## config.mk

```make
export PLATFORM = sky130hd
export DESIGN_NAME = key_event_unit
export DESIGN_NICKNAME = d
export VERILOG_FILES = /design/src/rtl/key_event_pkg.sv /design/src/rtl/event_fifo.sv /design/src/rtl/key_event_unit.sv
export SDC_FILE = /design/constraint.sdc
export NUM_CORES = 1
export LEC_CHECK = 0
export BUFFER_PORTS_ARGS = -buffer_cell sky130_fd_sc_hd__buf_2
export CAP_MARGIN = 0
export CORE_ASPECT_RATIO = 0.6
export CORE_UTILIZATION = 35
export CTS_BUF_LIST = sky130_fd_sc_hd__clkbuf_8
export CTS_CLUSTER_SIZE = 8
export DETAILED_ROUTE_END_ITERATION = 16
export PLACE_DENSITY = 0.6
export SYNTH_ARGS = -nofsm -noshare
export SYNTH_HDL_FRONTEND = slang
export SYNTH_SLANG_ARGS = --single-unit
```

## constraint.sdc

```tcl
create_clock -name Clk -period 3.2 [get_ports Clk]
set_input_delay 0 -clock Clk [delete_from_list [all_inputs] [get_ports Clk]]
set_output_delay 0 -clock Clk [all_outputs]
set_load 0.02 [all_outputs]
```

## src/rtl/key_event_pkg.sv

```systemverilog
// Shared types and default keycodes for the key event unit.
package key_event_pkg;
    localparam int EV_W   = 2;
    localparam int NUM_EV = 4;

    typedef enum logic [EV_W-1:0] {EV_JUMP, EV_START, EV_LVL1, EV_LVL2} ev_code_t;

    // USB HID usage codes
    localparam logic [7:0] KC_JUMP  = 8'h2C;
    localparam logic [7:0] KC_START = 8'h28;
    localparam logic [7:0] KC_LVL1  = 8'h1E;
    localparam logic [7:0] KC_LVL2  = 8'h1F;
endpackage

```

## src/rtl/event_fifo.sv

```systemverilog
// Small circular event queue with sticky overflow; a pop on the same cycle frees a slot for a push.
module event_fifo #(
    parameter int DEPTH = 4,
    parameter int WIDTH = 2
) (
    input  logic             Clk,
    input  logic             Reset_n,
    input  logic             push,
    input  logic [WIDTH-1:0] push_data,
    input  logic             pop,
    output logic [WIDTH-1:0] head,
    output logic             full,
    output logic             empty,
    output logic             overflow
);
    localparam int AW = $clog2(DEPTH);

    logic [AW:0]                  wr_ptr, rd_ptr;
    logic [DEPTH-1:0][WIDTH-1:0]  mem;
    logic                         do_push, do_pop;

    assign empty   = (wr_ptr == rd_ptr);
    assign full    = (wr_ptr[AW] != rd_ptr[AW]) && (wr_ptr[AW-1:0] == rd_ptr[AW-1:0]);
    assign do_pop  = pop & ~empty;
    assign do_push = push & (~full | do_pop);
    assign head    = mem[rd_ptr[AW-1:0]];

    always_ff @(posedge Clk or negedge Reset_n) begin
        if (!Reset_n) begin
            wr_ptr   <= '0;
            rd_ptr   <= '0;
            mem      <= '0;
            overflow <= 1'b0;
        end else begin
            if (do_push) begin
                mem[wr_ptr[AW-1:0]] <= push_data;
                wr_ptr              <= wr_ptr + 1'b1;
            end
            if (do_pop)
                rd_ptr <= rd_ptr + 1'b1;
            if (push && !do_push)
                overflow <= 1'b1;
        end
    end
endmodule

```

## src/rtl/key_event_unit.sv

```systemverilog
// Frame-sampled, debounced keycode decoder feeding a small event queue.
// Define KEY_EVENT_REPEAT_EN to build the held-jump auto-repeat.
module key_event_unit
    import key_event_pkg::*;
#(
    parameter logic [7:0] KEY_JUMP        = KC_JUMP,
    parameter logic [7:0] KEY_START       = KC_START,
    parameter logic [7:0] KEY_LVL1        = KC_LVL1,
    parameter logic [7:0] KEY_LVL2        = KC_LVL2,
    parameter int         DEBOUNCE_FRAMES = 2,
    parameter int         REPEAT_DELAY    = 20,
    parameter int         REPEAT_PERIOD   = 8,
    parameter int         FIFO_DEPTH      = 4
) (
    input  logic              Clk,
    input  logic              Reset_n,
    input  logic              frame_clk,
    input  logic [7:0]        keycode,
    output logic              ev_valid,
    output logic [EV_W-1:0]   ev_code,
    input  logic              ev_ready,
    output logic [NUM_EV-1:0] key_held,
    output logic              overflow
);
    localparam logic [2:0] DB_CNT = 3'(DEBOUNCE_FRAMES);

    // [1:0] synchroniser, [2] previous synced level for edge detect
    logic [2:0] sync_pipe;
    logic       frame_tick;

    always_ff @(posedge Clk or negedge Reset_n) begin
        if (!Reset_n) sync_pipe <= '1;
        else          sync_pipe <= {sync_pipe[1:0], frame_clk};
    end
    assign frame_tick = sync_pipe[1] & ~sync_pipe[2];

    logic [NUM_EV-1:0] match, prev, held_nxt, rise;
    logic [2:0]        stable_cnt, stable_nxt;
    logic              accept;

    assign match[EV_JUMP]  = (keycode == KEY_JUMP);
    assign match[EV_START] = (keycode == KEY_START);
    assign match[EV_LVL1]  = (keycode == KEY_LVL1);
    assign match[EV_LVL2]  = (keycode == KEY_LVL2);

    always_comb begin
        stable_nxt = 3'd1;
        if (match == prev)
            stable_nxt = (stable_cnt == 3'd7) ? 3'd7 : stable_cnt + 3'd1;
        // accept only on the tick where the count first lands on the threshold
        accept   = (stable_nxt == DB_CNT) && ((match != prev) || (stable_cnt != DB_CNT));
        held_nxt = accept ? match : key_held;
        rise     = held_nxt & ~key_held;
    end

    always_ff @(posedge Clk or negedge Reset_n) begin
        if (!Reset_n) begin
            prev       <= '0;
            stable_cnt <= '0;
            key_held   <= '0;
        end else if (frame_tick) begin
            prev       <= match;
            stable_cnt <= stable_nxt;
            key_held   <= held_nxt;
        end
    end

    logic rep_fire;
`ifdef KEY_EVENT_REPEAT_EN
    localparam int RW = $clog2(REPEAT_DELAY + REPEAT_PERIOD + 1);
    logic [RW-1:0] rep_cnt, rep_nxt;

    // counter folds back to DELAY each period, so hitting DELAY marks every repeat
    always_comb begin
        rep_nxt = rep_cnt + 1'b1;
        if (rep_nxt == RW'(REPEAT_DELAY + REPEAT_PERIOD))
            rep_nxt = RW'(REPEAT_DELAY);
        rep_fire = key_held[EV_JUMP] & held_nxt[EV_JUMP] & (rep_nxt == RW'(REPEAT_DELAY));
    end

    always_ff @(posedge Clk or negedge Reset_n) begin
        if (!Reset_n)        rep_cnt <= '0;
        else if (frame_tick) rep_cnt <= (key_held[EV_JUMP] & held_nxt[EV_JUMP]) ? rep_nxt : '0;
    end
`else
    logic unused_rep;
    assign unused_rep = ^{REPEAT_DELAY, REPEAT_PERIOD};
    assign rep_fire   = 1'b0;
`endif

    // pending pushes drain lowest code first, one per cycle
    logic [NUM_EV-1:0] pend, pend_clr;
    logic              push;
    ev_code_t          push_code;

    always_comb begin
        push      = |pend;
        push_code = EV_JUMP;
        pend_clr  = '0;
        for (int i = NUM_EV-1; i >= 0; i--)
            if (pend[i]) push_code = ev_code_t'(i[EV_W-1:0]);
        pend_clr[push_code] = push;
    end

    always_ff @(posedge Clk or negedge Reset_n) begin
        if (!Reset_n)
            pend <= '0;
        else
            pend <= (pend & ~pend_clr)
                  | (frame_tick ? (rise | {{(NUM_EV-1){1'b0}}, rep_fire}) : '0);
    end

    logic fifo_full, fifo_empty;

    event_fifo #(.DEPTH(FIFO_DEPTH), .WIDTH(EV_W)) u_fifo (
        .Clk       (Clk),
        .Reset_n   (Reset_n),
        .push      (push),
        .push_data (push_code),
        .pop       (ev_ready),
        .head      (ev_code),
        .full      (fifo_full),
        .empty     (fifo_empty),
        .overflow  (overflow)
    );

    assign ev_valid = ~fifo_empty;

    logic unused_full;
    assign unused_full = fifo_full;
endmodule

```

* Word level (Yosys, flattened, before mapping)
Index checks and enable logic that the tools add are counted.
** Operators by class
- Add/subtract/negate cells :: 3
- Magnitude comparators :: 5
- Eq/ne operators :: 12
- Multiplexer cells :: 15
- Bitwise logic cells :: 13
- Reduce and logical (&&, ||, !) cells :: 8
** Operators with widths (number)
- $eq A8 B5 Y1 const B :: 2
- $eq A8 B6 Y1 const B :: 2
- $and A4 B4 Y4 :: 3
- $mux W2 :: 6
- $add A3 B1 Y3 const B :: 3
- $lt A2 B3 Y1 const B :: 3
- $bwmux W8 :: 1
- $mux W4 :: 2
- $not A4 Y4 :: 2
- $mux W3 :: 2
- $logic_and A1 B1 Y1 :: 5
- $bmux W2 S2 :: 1
- $demux W2 S2 :: 1
- $eq A4 B4 Y1 :: 1
- $ge A2 B1 Y1 const B :: 2
- $ne A4 B4 Y1 :: 1
- $or A4 B4 Y4 :: 1
- $reduce_or A4 Y1 :: 1
- $and A1 B1 Y1 :: 3
- $eq A3 B2 Y1 const B :: 1
- $eq A3 B3 Y1 :: 1
- $eq A3 B3 Y1 const B :: 1
- $ne A3 B2 Y1 const B :: 1
- $not A1 Y1 :: 3
- 7 further kinds :: 7
** Word-level totals
- Register bits after elaboration :: 33
- Input port bits :: 12
- Output and inout port bits :: 8

* Longest topological paths before layout
- Depth after elaboration :: 12
- Gate-level depth with buffers :: 5
- Gate-level depth less buffers :: 5

* Modules after synthesis
Synthesis repeated with hierarchy kept, for this count alone.
** Second synthesis, totals
- Cell total of the unflattened synthesis :: 177
- Area, all modules :: 1953.1 µm²
** By module, submodules not included
- key_event_unit :: times used 1, cells each 87, area each 982.2 µm², seq. area each 454.2 µm²
- event_fifo :: times used 1, cells each 90, area each 970.9 µm², seq. area each 375.4 µm²

* Least setup slack after synthesis
Ideal clock, no wire load.
- Kind :: reg2reg
- Start :: register stable_cnt[0]
- End :: register pend[0]
- Arrival time :: 1.539 ns
- Path slack :: 1.560 ns
- Stages on the path, launching flop included :: 5
- Buffers on the path :: 0
- Clock period less this slack :: 1.640 ns
- Cell sequence :: dfrtp_1 > ha_1 > or3_1 > or4_1 > nor4_1
** On the way
- Longest elaborated chain between the ends :: 9
** RTL lines
- start, declared :: line key_event_unit.sv:38 : logic [2:0] stable_cnt, stable_nxt;
- start signal, assigned :: line key_event_unit.sv:63 : stable_cnt <= stable_nxt;
- $add A3 B1 Y3 or $eq A3 B3 Y1 (tied branches) :: line key_event_unit.sv:49 : stable_nxt = (stable_cnt == 3'd7) ? 3'd7 : stable_cnt + 3'd1;
- $mux W3 :: line key_event_unit.sv:49
- $mux W3 :: line key_event_unit.sv:48 : if (match == prev)
- $eq A3 B2 Y1 :: line key_event_unit.sv:51 : accept = (stable_nxt == DB_CNT) && ((match != prev) || (stable_cnt != DB_CNT));
- $logic_and A1 B1 Y1 * :: line key_event_unit.sv:51
- $mux W4 * :: line key_event_unit.sv:52 : held_nxt = accept ? match : key_held;
- $and A4 B4 Y4 * :: line key_event_unit.sv:53 : rise = held_nxt & ~key_held;
- $mux W4 * :: line key_event_unit.sv:110 : | (frame_tick ? (rise | {{(NUM_EV-1){1'b0}}, rep_fire}) : '0);
- $or A4 B4 Y4 * :: line key_event_unit.sv:110
- end signal, assigned :: line key_event_unit.sv:109 : pend <= (pend & ~pend_clr)
- end, declared :: line key_event_unit.sv:92 : logic [NUM_EV-1:0] pend, pend_clr;
Mark *: on every way between the ends. The rest lies on a longest branch, timed or not.
A chain may end at the register's enable or synchronous reset.

* Worst setup path in the final report
- Start :: register sync_pipe[1]
- End :: register pend[0]
** On the way
- Longest elaborated chain between the ends :: 3
** RTL lines
- start, declared :: line key_event_unit.sv:28 : logic [2:0] sync_pipe;
- start signal, assigned :: line key_event_unit.sv:33 : else sync_pipe <= {sync_pipe[1:0], frame_clk};
- $and A1 B1 Y1 :: line key_event_unit.sv:35 : assign frame_tick = sync_pipe[1] & ~sync_pipe[2];
- $mux W4 :: line key_event_unit.sv:110
- $or A4 B4 Y4 :: line key_event_unit.sv:110
Every way passes these cells.

==> out/results.ini <==
[routing]
drc = 0
routed_wl_mm = 3.06
num_vias = 1145
post_drt_via_cell_ratio = 5.07
first_pass_iters = 4
wl_per_cell_um = 13.5
drtIter0Drc = 60
ant_nets = 0

[synthesis]
synth_nets = 157
syn_area_per_cell_sq_um = 12.0
synth-edff-count = 0
syn_inst = 138
synth_ff_type = dfrtp_1
synth_seq_cells = 33
async_reset_ff_frac = 1.00
synth-seq-area-share = 0.499
synth_cell_types = 39
synth_top_area_share = 0.451
synth.most_common_cell = dfrtp_1
netlist_top_cells_area = dfrtp_1 (45%), mux2_2 (6.1%), ha_1 (5.3%)
synth_top_area_cell = dfrtp_1
synthesis.area_sq_um = 1660
yosys-top-cells-count = dfrtp_1 (30), nand2_1 (14), mux2_2 (9)
ys_warn_count = 0

[floorplanning]
start_util = 0.385
core-area_sq_um = 4320
rows = 18
io_pins = 20
die_h_um = 55.4
dieArea_sq_um = 5040
die_w_um = 91.0

[clocking]
ctsHtreeMaxLevel = 2
post-cts-setup-buffers = 0
insertion_delay_ns = 0.28
cts_buffers = 5
cts.reportedPaths.clkPinSlew_ns = 0.07
cts_tree = yes
cts_root_buf = clkbuf_8
cts_hold_buf = 2
cts.sinks = 33
cts_resized = 0
cts_buffer_depth = 2

[worst_setup_path]
cpPeakStageDelay_ns = 0.54
crit_path_cell_trace = nand2b_1 -> or3_1 -> or4_1 -> nor4_1
worst-path-buf-inv = 0
crit_family = simple AND/OR/NAND/NOR gates
critPathRequiredTime_ns = 3.36
reg2regPathDepth = 4
critPathMaxFanout = 13
r2r-end = pend[0]
worstPathArrival_ns = 2.10
crit_path_start_kind = register
r2r_setup_slack_ns = 1.26
path_class = reg -> reg
cp-end-kind = register
r2r_start = sync_pipe[1]
slowest_stage = dfstp_2

[power_and_ir_drop]
leakagePower_nw = 0.864
seqPwrFrac = 0.463
p_per_area_nw_per_um2 = 632
p_int_w = 0.000799
ir_drop_uv = 245
p_clk_frac = 0.246
power_switching_w = 0.000425
combPwrFrac = 0.291
power_w = 0.00122
p_sw_frac = 0.347

[place]
pre_cts_ws_ns = 1.29
gp_congestion = 0.794
io_buffers = 19
dp_hpwl_mm = 2.33

[sta]
setup_tns_ns = 0
period_share = 0.607
fmax_mhz = 514
tightest_slew_ns = 0.731
setup_slack_ns = 1.26
finalMaxSlewViolations = 0
relSlewSlack = 0.513
fin_worst_skew_ns = 0.00972
hold_viol_final = 0
setup_viol = 0
fin_crit_ns = 1.94
rsz0062_at_grt = no

[global_routing]
grt_pass1_wl_mm = 5.26
grt_remaining_overflow = 0
grt_max_degree = 34
antenna_found_initial = 0
grtUsageTotal = 0.134
grt_pass1_vias = 1125

[finish]
drive_above_1_share = 0.307
synthToLayoutAreaGrowth_pct = 16.4
num_antenna_cells = 0
nNetsFinal = 184

[job]
max_cap_violations = 0

[worst_hold_path]
worstHoldPathType = in -> reg
holdPathStages = 3
worst_hold_startpoint = ev_ready
hold_path_end = u_fifo.rd_ptr[2]

[status]
outcome = complete, no violations

==> cell type report <==
type	instances	area (sq um)
sequential	33	830
timing repair buffer	21	115
multi-input combinational	96	800
tap	60	75.1
clock buffer	5	68.8
fill	429	2390
clock inverter	3	17.5
inverter	8	30.0
==> stage by stage <==
step / instances / cell area, sq um / hold WS [ns] / utilization
4_1_cts: 226 / 1940 / 0.0178 / 0.448
6_report: 226 / 1940 / 0.0229 / 0.448
3_5_place_dp: 216 / 1830 / 0.109 / 0.423
2_1_floorplan: 138 / 1660 / -0.296 / -
3_3_place_gp: 216 / 1830 / 0.0962 / 0.423
5_1_grt: 226 / 1940 / 0.0342 / 0.448
==> worst register-to-register path, stage by stage, from the launching register on <==
cell and delay [ns]:
dfstp_2 0.54, nand2b_1 0.23, or3_1 0.37, or4_1 0.40, nor4_1 0.28
==> layout by cell type, fill, tap and decap left out, drive strengths merged <==
| cell type | n |
|---|---|
| dfrtp | 30 |
| buf | 19 |
| nand2 | 15 |
| mux2 | 9 |
| inv | 8 |
| xnor2 | 7 |
| ha | 7 |
| nor2 | 6 |
| a21oi | 6 |
| o21ai | 5 |
| clkbuf | 5 |
| nand4 | 5 |
| mux2i | 4 |
| nor2b | 3 |
| nor3 | 3 |
| nand3 | 3 |
| dfstp | 3 |
| o31ai | 3 |
| nand3b | 2 |
| nand2b | 2 |
| clkinv | 2 |
| dlygate4sd3 | 2 |
| mux4 | 2 |
| nor3b | 1 |
| and4b | 1 |
| a211oi | 1 |
| nor4b | 1 |
| and2 | 1 |
| o311ai | 1 |
| o32ai | 1 |
| or3 | 1 |
| or4 | 1 |
| nor4 | 1 |
| and4bb | 1 |
| a21o | 1 |
| a32o | 1 |
| a41oi | 1 |
| clkinvlp | 1 |
==> cells by family (layout without fill, tap and decap cells) <==
family          count (synthesis)  in the layout  synth area share
flops                          33             33             0.499
compound gates                 20             20             0.105
simple gates                   47             47             0.172
fa+ha+maj                       7              7            0.0527
xor+xnor                        7              7            0.0369
buf+inv                         9             37            0.0203
mux                            15             15             0.114
==> state kept, by name, summed over array words and instances, names as in the netlist <==
| name | count |
|---|---|
| u_fifo.mem | 8 |
| key_held | 4 |
| pend | 4 |
| prev | 4 |
| stable_cnt | 3 |
| sync_pipe | 3 |
| u_fifo.rd_ptr | 3 |
| u_fifo.wr_ptr | 3 |
| u_fifo.overflow | 1 |
==> layer usage <==
layer | wire length (um) | global-route usage
met5 | 0 | 0
met4 | 40 | 0.0408
met3 | 138 | 0.0468
met2 | 1300 | 0.192
met1 | 1580 | 0.189
==> power by group through the flow <==
stage / Clock (W) / Combinational [W] / Sequential [W]
3_5_place_dp: 0 / 0.000357 / 0.000572
6_report: 0.000301 / 0.000356 / 0.000566
5_1_grt: 0.000333 / 0.000390 / 0.000574
4_1_cts: 0.000312 / 0.000359 / 0.000566
3_3_place_gp: 0 / 0.000342 / 0.000569
2_1_floorplan: 0 / 0.000228 / 0.000585
==> worst max path at each step <==
| stage | to | depth (start not counted) | slack (ns) | start |
|---|---|---|---|---|
| 6_report | pend[0] | 4 | 1.26 | sync_pipe[1] |
| 5_1_grt | pend[0] | 4 | 1.14 | sync_pipe[1] |
| 4_1_cts | pend[0] | 4 | 1.26 | sync_pipe[1] |
| 3_5_place_dp | pend[0] | 4 | 1.29 | sync_pipe[1] |
| 3_3_place_gp | pend[0] | 4 | 1.39 | sync_pipe[1] |
| 2_1_floorplan | pend[0] | 4 | 1.56 | stable_cnt[0] |
Note: power is estimated with default switching activity, not from simulation.
